$ cat src/rtl/vga_reg_fetch_sched_if.sv
// Bus bundle between the sprite-register fetch scheduler, the port-B side of
// the register RAM, the sprite engines and the frame/semaphore control.
interface vga_reg_fetch_sched_if #(
    parameter int DATA_WIDTH       = 16,
    parameter int ADDR_WIDTH       = 9,
    parameter int NUM_SPRITES      = 8,
    parameter int WORDS_PER_SPRITE = 4
);
    localparam int SPRITE_W = (NUM_SPRITES > 1) ? $clog2(NUM_SPRITES) : 1;
    localparam int WORD_W   = (WORDS_PER_SPRITE > 1) ? $clog2(WORDS_PER_SPRITE) : 1;

    logic                  frame_start;
    logic                  v_sync;
    logic [ADDR_WIDTH-1:0] base_addr;
    logic [ADDR_WIDTH-1:0] ram_addr;
    logic                  ram_rd;
    logic [DATA_WIDTH-1:0] ram_q;
    logic [DATA_WIDTH-1:0] ld_data;
    logic                  ld_valid;
    logic [SPRITE_W-1:0]   ld_sprite;
    logic [WORD_W-1:0]     ld_word;
    logic                  busy;
    logic                  done;
    logic                  sem_flag;
    logic                  overrun;

    // The scheduler side
    modport master (
        input  frame_start, v_sync, base_addr, ram_q,
        output ram_addr, ram_rd, ld_data, ld_valid, ld_sprite, ld_word,
               busy, done, sem_flag, overrun
    );

    // The surrounding system: frame timing, RAM port B and sprite engines
    modport slave (
        output frame_start, v_sync, base_addr, ram_q,
        input  ram_addr, ram_rd, ld_data, ld_valid, ld_sprite, ld_word,
               busy, done, sem_flag, overrun
    );
endinterface

$ cat src/rtl/vga_reg_fetch_sched.sv
// Once-per-frame burst fetch of the sprite descriptor table from register RAM
// port B. Each returned word is tagged with its sprite/word index and handed
// to the sprite engines; a frame semaphore is raised when the burst completes
// and dropped again at vertical sync.
module vga_reg_fetch_sched #(
    parameter int DATA_WIDTH       = 16,
    parameter int ADDR_WIDTH       = 9,
    parameter int NUM_SPRITES      = 8,
    parameter int WORDS_PER_SPRITE = 4,
    parameter int RAM_LATENCY      = 2
) (
    input logic px_clk,
    input logic rst,
    vga_reg_fetch_sched_if.master bus
);
    localparam int TOTAL    = NUM_SPRITES * WORDS_PER_SPRITE;
    localparam int K_W      = (TOTAL > 1) ? $clog2(TOTAL) : 1;
    localparam int SPRITE_W = (NUM_SPRITES > 1) ? $clog2(NUM_SPRITES) : 1;
    localparam int WORD_W   = (WORDS_PER_SPRITE > 1) ? $clog2(WORDS_PER_SPRITE) : 1;

    localparam logic [K_W-1:0]         K_LAST    = K_W'(TOTAL - 1);
    localparam logic [K_W-1:0]         K_WORDS   = K_W'(WORDS_PER_SPRITE);
    localparam logic [RAM_LATENCY-1:0] LAST_MASK = RAM_LATENCY'(1) << (RAM_LATENCY - 1);

    typedef enum logic [1:0] {IDLE, ISSUE, DRAIN, DONE} state_t;

    state_t                 state;
    state_t                 state_next;
    logic                   accept;
    logic                   issue;
    logic [ADDR_WIDTH-1:0]  base_q;
    logic [K_W-1:0]         k;
    logic [SPRITE_W-1:0]    k_sprite;
    logic [WORD_W-1:0]      k_word;
    logic [RAM_LATENCY-1:0] valid_pipe;
    logic [SPRITE_W-1:0]    sprite_pipe [RAM_LATENCY];
    logic [WORD_W-1:0]      word_pipe   [RAM_LATENCY];
    logic                   sem_q;
    logic                   overrun_q;

    // A frame start is only taken when no fetch is in flight
    assign accept   = (state == IDLE) && bus.frame_start;
    assign k_sprite = SPRITE_W'(k / K_WORDS);
    assign k_word   = WORD_W'(k % K_WORDS);

    // FSM state register
    always_ff @(posedge px_clk) begin
        if (rst) state <= IDLE;
        else     state <= state_next;
    end

    // FSM next-state: issue TOTAL reads, wait out the RAM latency, pulse done
    always_comb begin
        state_next = state;
        case (state)
            IDLE:  if (bus.frame_start) state_next = ISSUE;
            ISSUE: if (k == K_LAST) state_next = DRAIN;
            DRAIN: if ((valid_pipe & ~LAST_MASK) == '0) state_next = DONE;
            DONE:  state_next = IDLE;
            default: state_next = IDLE;
        endcase
    end

    // FSM outputs decoded from the current state
    always_comb begin
        issue    = (state == ISSUE);
        bus.ram_rd = issue;
        bus.busy   = (state != IDLE);
        bus.done   = (state == DONE);
    end

    // Base latch and word counter; the counter parks on the last index so the
    // address holds its final value while idle
    always_ff @(posedge px_clk) begin
        if (rst) begin
            base_q <= '0;
            k      <= '0;
        end else if (accept) begin
            base_q <= bus.base_addr;
            k      <= '0;
        end else if (issue && (k != K_LAST)) begin
            k <= k + 1'b1;
        end
    end

    // Valid/tag shift pipeline tracking each read through the RAM latency
    always_ff @(posedge px_clk) begin
        if (rst) begin
            valid_pipe <= '0;
            for (int i = 0; i < RAM_LATENCY; i++) begin
                sprite_pipe[i] <= '0;
                word_pipe[i]   <= '0;
            end
        end else begin
            valid_pipe[0]  <= issue;
            sprite_pipe[0] <= k_sprite;
            word_pipe[0]   <= k_word;
            for (int i = 1; i < RAM_LATENCY; i++) begin
                valid_pipe[i]  <= valid_pipe[i-1];
                sprite_pipe[i] <= sprite_pipe[i-1];
                word_pipe[i]   <= word_pipe[i-1];
            end
        end
    end

    // Frame semaphore (completion beats v_sync) and sticky overrun flag
    always_ff @(posedge px_clk) begin
        if (rst) begin
            sem_q     <= 1'b0;
            overrun_q <= 1'b0;
        end else begin
            if (state == DONE)   sem_q <= 1'b1;
            else if (bus.v_sync) sem_q <= 1'b0;
            if (bus.frame_start && (state != IDLE)) overrun_q <= 1'b1;
        end
    end

    assign bus.ram_addr  = base_q + ADDR_WIDTH'(k);
    assign bus.ld_data   = bus.ram_q;
    assign bus.ld_valid  = valid_pipe[RAM_LATENCY-1];
    assign bus.ld_sprite = sprite_pipe[RAM_LATENCY-1];
    assign bus.ld_word   = word_pipe[RAM_LATENCY-1];
    assign bus.sem_flag  = sem_q;
    assign bus.overrun   = overrun_q;
endmodule

$ cat src/flat_wrapper.sv
// flat-port wrapper written by rule: the top's interface ports become plain ports
module vga_reg_fetch_sched_flat 
#(
    parameter int DATA_WIDTH       = 16,
    parameter int ADDR_WIDTH       = 9,
    parameter int NUM_SPRITES      = 8,
    parameter int WORDS_PER_SPRITE = 4,
    parameter int RAM_LATENCY      = 2
)
  (px_clk, rst, bus_frame_start, bus_v_sync, bus_base_addr, bus_ram_q, bus_ram_addr, bus_ram_rd, bus_ld_data, bus_ld_valid, bus_ld_sprite, bus_ld_word, bus_busy, bus_done, bus_sem_flag, bus_overrun);
  vga_reg_fetch_sched_if #(.DATA_WIDTH(DATA_WIDTH), .ADDR_WIDTH(ADDR_WIDTH), .NUM_SPRITES(NUM_SPRITES), .WORDS_PER_SPRITE(WORDS_PER_SPRITE)) bus_i ();
  input logic px_clk;
  input logic rst;
  input wire logic [$bits(bus_i.frame_start)-1:0] bus_frame_start;
  input wire logic [$bits(bus_i.v_sync)-1:0] bus_v_sync;
  input wire logic [$bits(bus_i.base_addr)-1:0] bus_base_addr;
  input wire logic [$bits(bus_i.ram_q)-1:0] bus_ram_q;
  output wire logic [$bits(bus_i.ram_addr)-1:0] bus_ram_addr;
  output wire logic [$bits(bus_i.ram_rd)-1:0] bus_ram_rd;
  output wire logic [$bits(bus_i.ld_data)-1:0] bus_ld_data;
  output wire logic [$bits(bus_i.ld_valid)-1:0] bus_ld_valid;
  output wire logic [$bits(bus_i.ld_sprite)-1:0] bus_ld_sprite;
  output wire logic [$bits(bus_i.ld_word)-1:0] bus_ld_word;
  output wire logic [$bits(bus_i.busy)-1:0] bus_busy;
  output wire logic [$bits(bus_i.done)-1:0] bus_done;
  output wire logic [$bits(bus_i.sem_flag)-1:0] bus_sem_flag;
  output wire logic [$bits(bus_i.overrun)-1:0] bus_overrun;
  assign bus_i.frame_start = bus_frame_start;
  assign bus_i.v_sync = bus_v_sync;
  assign bus_i.base_addr = bus_base_addr;
  assign bus_i.ram_q = bus_ram_q;
  assign bus_ram_addr = bus_i.ram_addr;
  assign bus_ram_rd = bus_i.ram_rd;
  assign bus_ld_data = bus_i.ld_data;
  assign bus_ld_valid = bus_i.ld_valid;
  assign bus_ld_sprite = bus_i.ld_sprite;
  assign bus_ld_word = bus_i.ld_word;
  assign bus_busy = bus_i.busy;
  assign bus_done = bus_i.done;
  assign bus_sem_flag = bus_i.sem_flag;
  assign bus_overrun = bus_i.overrun;
  vga_reg_fetch_sched #(.DATA_WIDTH(DATA_WIDTH), .ADDR_WIDTH(ADDR_WIDTH), .NUM_SPRITES(NUM_SPRITES), .WORDS_PER_SPRITE(WORDS_PER_SPRITE), .RAM_LATENCY(RAM_LATENCY)) u_core (.px_clk(px_clk), .rst(rst), .bus(bus_i));
endmodule
$ cat config.mk
export PLATFORM = sky130hd
export DESIGN_NAME = vga_reg_fetch_sched_flat
export DESIGN_NICKNAME = d
export VERILOG_FILES = /design/src/rtl/vga_reg_fetch_sched_if.sv /design/src/rtl/vga_reg_fetch_sched.sv /design/src/flat_wrapper.sv
export SDC_FILE = /design/constraint.sdc
export NUM_CORES = 1
export LEC_CHECK = 0
export ABC_AREA = 1
export ABC_CLOCK_PERIOD_IN_PS = 1450
export BUFFER_PORTS_ARGS = -buffer_cell sky130_fd_sc_hd__buf_2
export CAP_MARGIN = 10
export CORE_UTILIZATION = 40
export CTS_CLUSTER_SIZE = 30
export DETAILED_ROUTE_END_ITERATION = 6
export PLACE_DENSITY = 0.81
export SETUP_SLACK_MARGIN = 0.15
export SLEW_MARGIN = 20
export SYNTH_ARGS = -nofsm -noshare
export SYNTH_HDL_FRONTEND = slang
export SYNTH_SLANG_ARGS = --single-unit
$ cat constraint.sdc
create_clock -name px_clk -period 1.45 [get_ports px_clk]
set_clock_uncertainty 0.15 [all_clocks]
set_input_delay 0.0725 -clock px_clk [delete_from_list [all_inputs] [get_ports px_clk]]
set_output_delay 0.0725 -clock px_clk [all_outputs]
set_load 0.01 [all_outputs]
### Yosys cells after proc, flatten, opt, wreduce, memory -nomap -nowiden

Memory sizes are Yosys's and may differ from the RTL's.
Index checks and enable logic that the tools add are counted.

* bitwise operators: 4
* reductions and logical operators: 9
* multiplexer cells: 13
* equal/unequal tests: 8
* add/sub/neg operators: 2

Operators by type and width (count)
* $mux W2: 5
* $add A9 B5 Y9: 1
* $pmux W2 S4: 1
* $mux W3: 2
* $add A5 B1 Y5 const B: 1
* $eq A5 B5 Y1 const B: 1
* $mux W1: 5
* $ne A5 B5 Y1 const B: 1
* $eq A2 B2 Y1 const B: 2
* $logic_not A2 Y1: 2
* $ne A2 B2 Y1 const B: 2
* $or A1 B1 Y1: 4
* $reduce_bool A2 Y1: 2
* $logic_and A1 B1 Y1: 3
* $reduce_and A3 Y1: 1
* $eq A2 B1 Y1 const B: 1
* $ne A2 B1 Y1 const B: 1
* $reduce_or A2 Y1: 1

* bits in registers: 20
* input port bits: 29
* memory bits (writable): 10
* output and inout bits: 36
* logic and storage cells: 44
* memories: 2

Memories
* u_core.sprite_pipe: words 2, width 3, read ports 2, clocked after Yosys merged registers in 0, wr ports 2, RTL line vga_reg_fetch_sched.sv:36 `logic [SPRITE_W-1:0] sprite_pipe [RAM_LATENCY];`
* u_core.word_pipe: words 2, width 2, read ports 2, clocked after Yosys merged registers in 0, wr ports 2, RTL line vga_reg_fetch_sched.sv:37 `logic [WORD_W-1:0] word_pipe [RAM_LATENCY];`

### Longest topological paths before layout

* word-level depth: 3
* mapped depth: 10
* gate-level depth less buffers: 10

### Worst setup path before layout

OpenSTA, ideal clock, no wires.

* path kind: flip-flop to flip-flop
* from: register u_core.k[1]
* to: register u_core.state[0]
* slack: -0.154 ns
* period minus slack after synthesis: 1.604 ns
* data required time: 1.183 ns
* cell stages (with the launch flop): 10
* buffers on the path: 0
* setup time: 0.117 ns
* data arrival time: 1.337 ns
* cell sequence: dfxtp_1 ha_1 inv_1 nor3_1 ha_1 inv_1 nand2_4 nand3_2 nor3_1 nor2_1

* longest elaborated chain between the ends: 3

Ends and longest elaborated chain
* start, declared: RTL line vga_reg_fetch_sched.sv:32 `logic [K_W-1:0] k;`
* start signal, assigned: RTL line vga_reg_fetch_sched.sv:82 `k <= k + 1'b1;`
* $eq A5 B5 Y1: RTL line vga_reg_fetch_sched.sv:57 `ISSUE: if (k == K_LAST) state_next = DRAIN;`
* $ne A2 B2 Y1 (no line)
* $reduce_and A3 Y1 (no line)
* end signal, assigned: RTL line vga_reg_fetch_sched.sv:49 `else state <= state_next;`
* end, declared: RTL line vga_reg_fetch_sched.sv:27 `state_t state;`

Every way passes these cells.
A chain may end at the register's enable or synchronous reset.

### Worst setup path in the final report

* from: register u_core.k[0]
* to: output bus_ram_addr[6]

* longest elaborated chain between the ends: 1

Ends and longest elaborated chain
* $add A9 B5 Y9: RTL line vga_reg_fetch_sched.sv:118 `assign bus.ram_addr = base_q + ADDR_WIDTH'(k);`
* end, declared: RTL line flat_wrapper.sv:18 `output wire logic [$bits(bus_i.ram_addr)-1:0] bus_ram_addr;`

Every way passes these cells.

==> summary.txt <==
Run status
  • Status: complete, but fails checks
  • Failing checks: setup timing

Timing
  • Fmax: about 0.52 GHz
  • Final worst path period need: 1940 ps
  • Slew HR: between 70% and 80%
  • Hold Worst Slack: roughly 11 ps
  • RSZ-0062 raised after global routing: true
  • Actual slew at the worst max-slew pin: roughly 340 ps
  • Setup ws final: -487 ps
  • Final Hold Vio Count: 0
  • Final setup fails: 15
  • Final Cycle Share: 134%
  • Pins Over Slew Limit: 0

Logic synthesis
  • Syn avg cell area: slightly below 8 um2
  • Top post-synthesis cells by area: dfxtp_1 38%, buf_4 10%, ha_1 9.5%, nor2_1 7.6%, nand2_1 7.1%
  • Register area share after synthesis: a little under two fifths
  • Post-Synthesis Cells: around 210
  • Leading area contributor after synthesis: dfxtp_1
  • Share of the synthesized area in the top cell type: 37.9%
  • Number of flops mapped to enable cells by yosys: 0
  • Synthesized area: around 0.0016 mm2
  • Yosys warns: 0
  • #FFs+latches synth: 30
  • Distinct cells, synth: 26
  • Primary FF master, synth: dfxtp_1
  • Async set or reset register ratio after synthesis: 0%
  • Syn_nets: approximately 250

Final layout
  • Filler instances: ~290
  • Sequential cell area: 621 um2
  • ANT cells: 0
  • Area Overhead vs Synth: 51.2%
  • Nets@finish: ~310
  • Fraction of layout cells with a size suffix above 1: 39.9%
  • Area used by multi-input combinational logic: 901 um2

Floorplanning
  • Cell Rows: 22
  • Die W: ~65 um
  • Initial core utilization: 42.6%
  • Core Box Area: roughly 0.0037 mm2
  • Ports: 65
  • Die area: ~0.0042 mm2
  • Die Ht: 64.9 um

Route
  • Drt first-iter violations: 44
  • Vias: 1466
  • Post-route ant nets: 0
  • DRC Markers: 0
  • DRT Pass-1 Iters: 4
  • Drt total wl: about 3.7 mm
  • Via-per-instance ratio: between 4 and 5
  • WL/cell: about 12 um

Pwr
  • Max VDD drop: around 1200 uV
  • Leak: between 1 and 1.5 nW
  • Total Power: 3.50 mW
  • PD cells: 1460 mW/mm2

CTS
  • CTS tree: yes
  • Clk slew on worst S/H paths: roughly 70 ps
  • H-tree depth: 2
  • Clock Tree Root: clkbuf_8
  • # clock sinks: 30
  • Cts bufs inserted: 5
  • Clock Tree Buf Depth: 2
  • Worst skew pair latency: 280 ps

Min path
  • Hold/Removal Path Class: in2reg

GRT
  • Vias in the first global route: 1315
  • Total GRT Usage: between 10% and 20%
  • Initial antenna violation count: 0
  • Grt total ovfl: 0
  • First-pass GRT wire length: 5.60 mm
  • Largest net degree at the start of global routing: 17

Critical path
  • Setup CP Type: reg2out
  • Crit path arrival time: around 1700 ps
  • Crit path max fanout: 3
  • Data required time of the worst path: 1230 ps
  • CP Launch Type: flop
  • CP endpoint kind: output pin
  • Worst R2R Setup Slack: -320 ps

Placement
  • PortBufs: 32
  • Final GP Congestion: 0.805
  • DP Wirelength: 2.22 mm

Flow run
  • Number of max-cap violations: 0
## registers in the layout, indices dropped and copies added, names as in the netlist
name,cells
u_core.valid_pipe,2
u_core.bus.overrun,1
u_core.sprite_pipe,6
u_core.bus.sem_flag,1
u_core.state,2
u_core.word_pipe,4
u_core.k,5
u_core.base_q,9
## final cells by class
class	instances	share of cell area [%]
Clock buffer	6	3.03
Inverter	28	4.91
Tap cell	48	2.51
Timing Repair Buffer	78	25.6
Clock inverter	2	0.418
Sequential cell	30	25.9
Multi-Input combinational cell	124	37.6
## metal layers
layer,global-route usage (%),part of all wire (%),up-vias
li1,-,-,747
met1,20.1,42,666
met2,30.6,52,45
met3,4.40,4.2,8
met4,9.17,1.8,0
met5,0,0,-
## metrics by stage
stage / instance area, um2 / instances / utilization (%) / setup slack [ps] / TNS (ps)
finish: 2390 / 316 / 64.4 / -487 / -4900
floorplan: 1660 / 206 / - / -14.9 / -23.0
global placement: 1790 / 273 / 48.1 / -136 / -621
CTS: 2280 / 314 / 61.3 / -464 / -4610
detailed placement: 1790 / 273 / 48.1 / -187 / -962
global route: 2390 / 316 / 64.4 / -566 / -5900
## synth_stat cells, drive strengths merged, types with 2 or more instances
cell type and n:
buf 25, inv 28, nand2 33, a21oi 9, nand4 2, xor2 2, dfxtp 30, nor2 33
nand3 9, o21ai 14, nor3 2, and3 2, ha 12
## cell usage in the layout, fill, tap and decap left out, types with 5 or more instances in the layout
| cell | count |
|---|---|
| nand2_2 | 7 |
| o21ai_1 | 8 |
| inv_1 | 21 |
| a21oi_1 | 8 |
| buf_6 | 7 |
| nand2_1 | 25 |
| dlygate4sd3_1 | 27 |
| buf_2 | 27 |
| dfxtp_1 | 22 |
| clkbuf_8 | 5 |
| nand3_1 | 6 |
| buf_4 | 17 |
| nor2_1 | 31 |
| ha_4 | 8 |
| o21ai_2 | 5 |
## report_power, final
| part | leakage (nW) | internal, mW | switching [mW] | total, mW |
|---|---|---|---|---|
| combinational | 0.844 | 0.826 | 0.872 | 1.70 |
| sequential | 0.250 | 1.01 | 0.156 | 1.17 |
| clock | 0.0450 | 0.331 | 0.306 | 0.637 |
## critical path, cell delays in order, from the launching register on
cell,delay (ps)
dfxtp_4,350
ha_4,160
fa_2,350
nand2_2,80
nand2_2,80
nand3b_1,110
nand2_1,60
nand2_1,60
nand2_2,50
buf_6,110
## final timing paths
check | startpoint | to | depth (start not counted)
hold / removal | rst | u_core.word_pipe[0][3] | 2
setup / recovery | u_core.k[0] | bus_ram_addr[6] | 9
hold reg to reg | u_core.word_pipe[0][0] | u_core.word_pipe[0][2] | 2
setup reg to reg | u_core.k[1] | u_core.state[0] | 11
## logic make-up after synthesis
kind of cell | count (synthesis) | share of synthesized area [%]
and+or+nand+nor | 83 | 23.5
xor gates and xnor gates | 3 | 1.66
adders and majority gates | 13 | 10.8
AOI/OAI and AO/OA | 24 | 7.75
buffers and inverters | 53 | 18.4
DFF | 30 | 37.9
## what timing repair did
action,in CTS,in global routing
setup endpoints to repair,26,23
buffers inserted,5,2
pin swaps,1,3
endpoints found under the hold margin,27,0
gates resized for setup,24,24
hold buffers,27,0
cloned,1,0
Note: power is estimated with default switching activity, not from simulation.
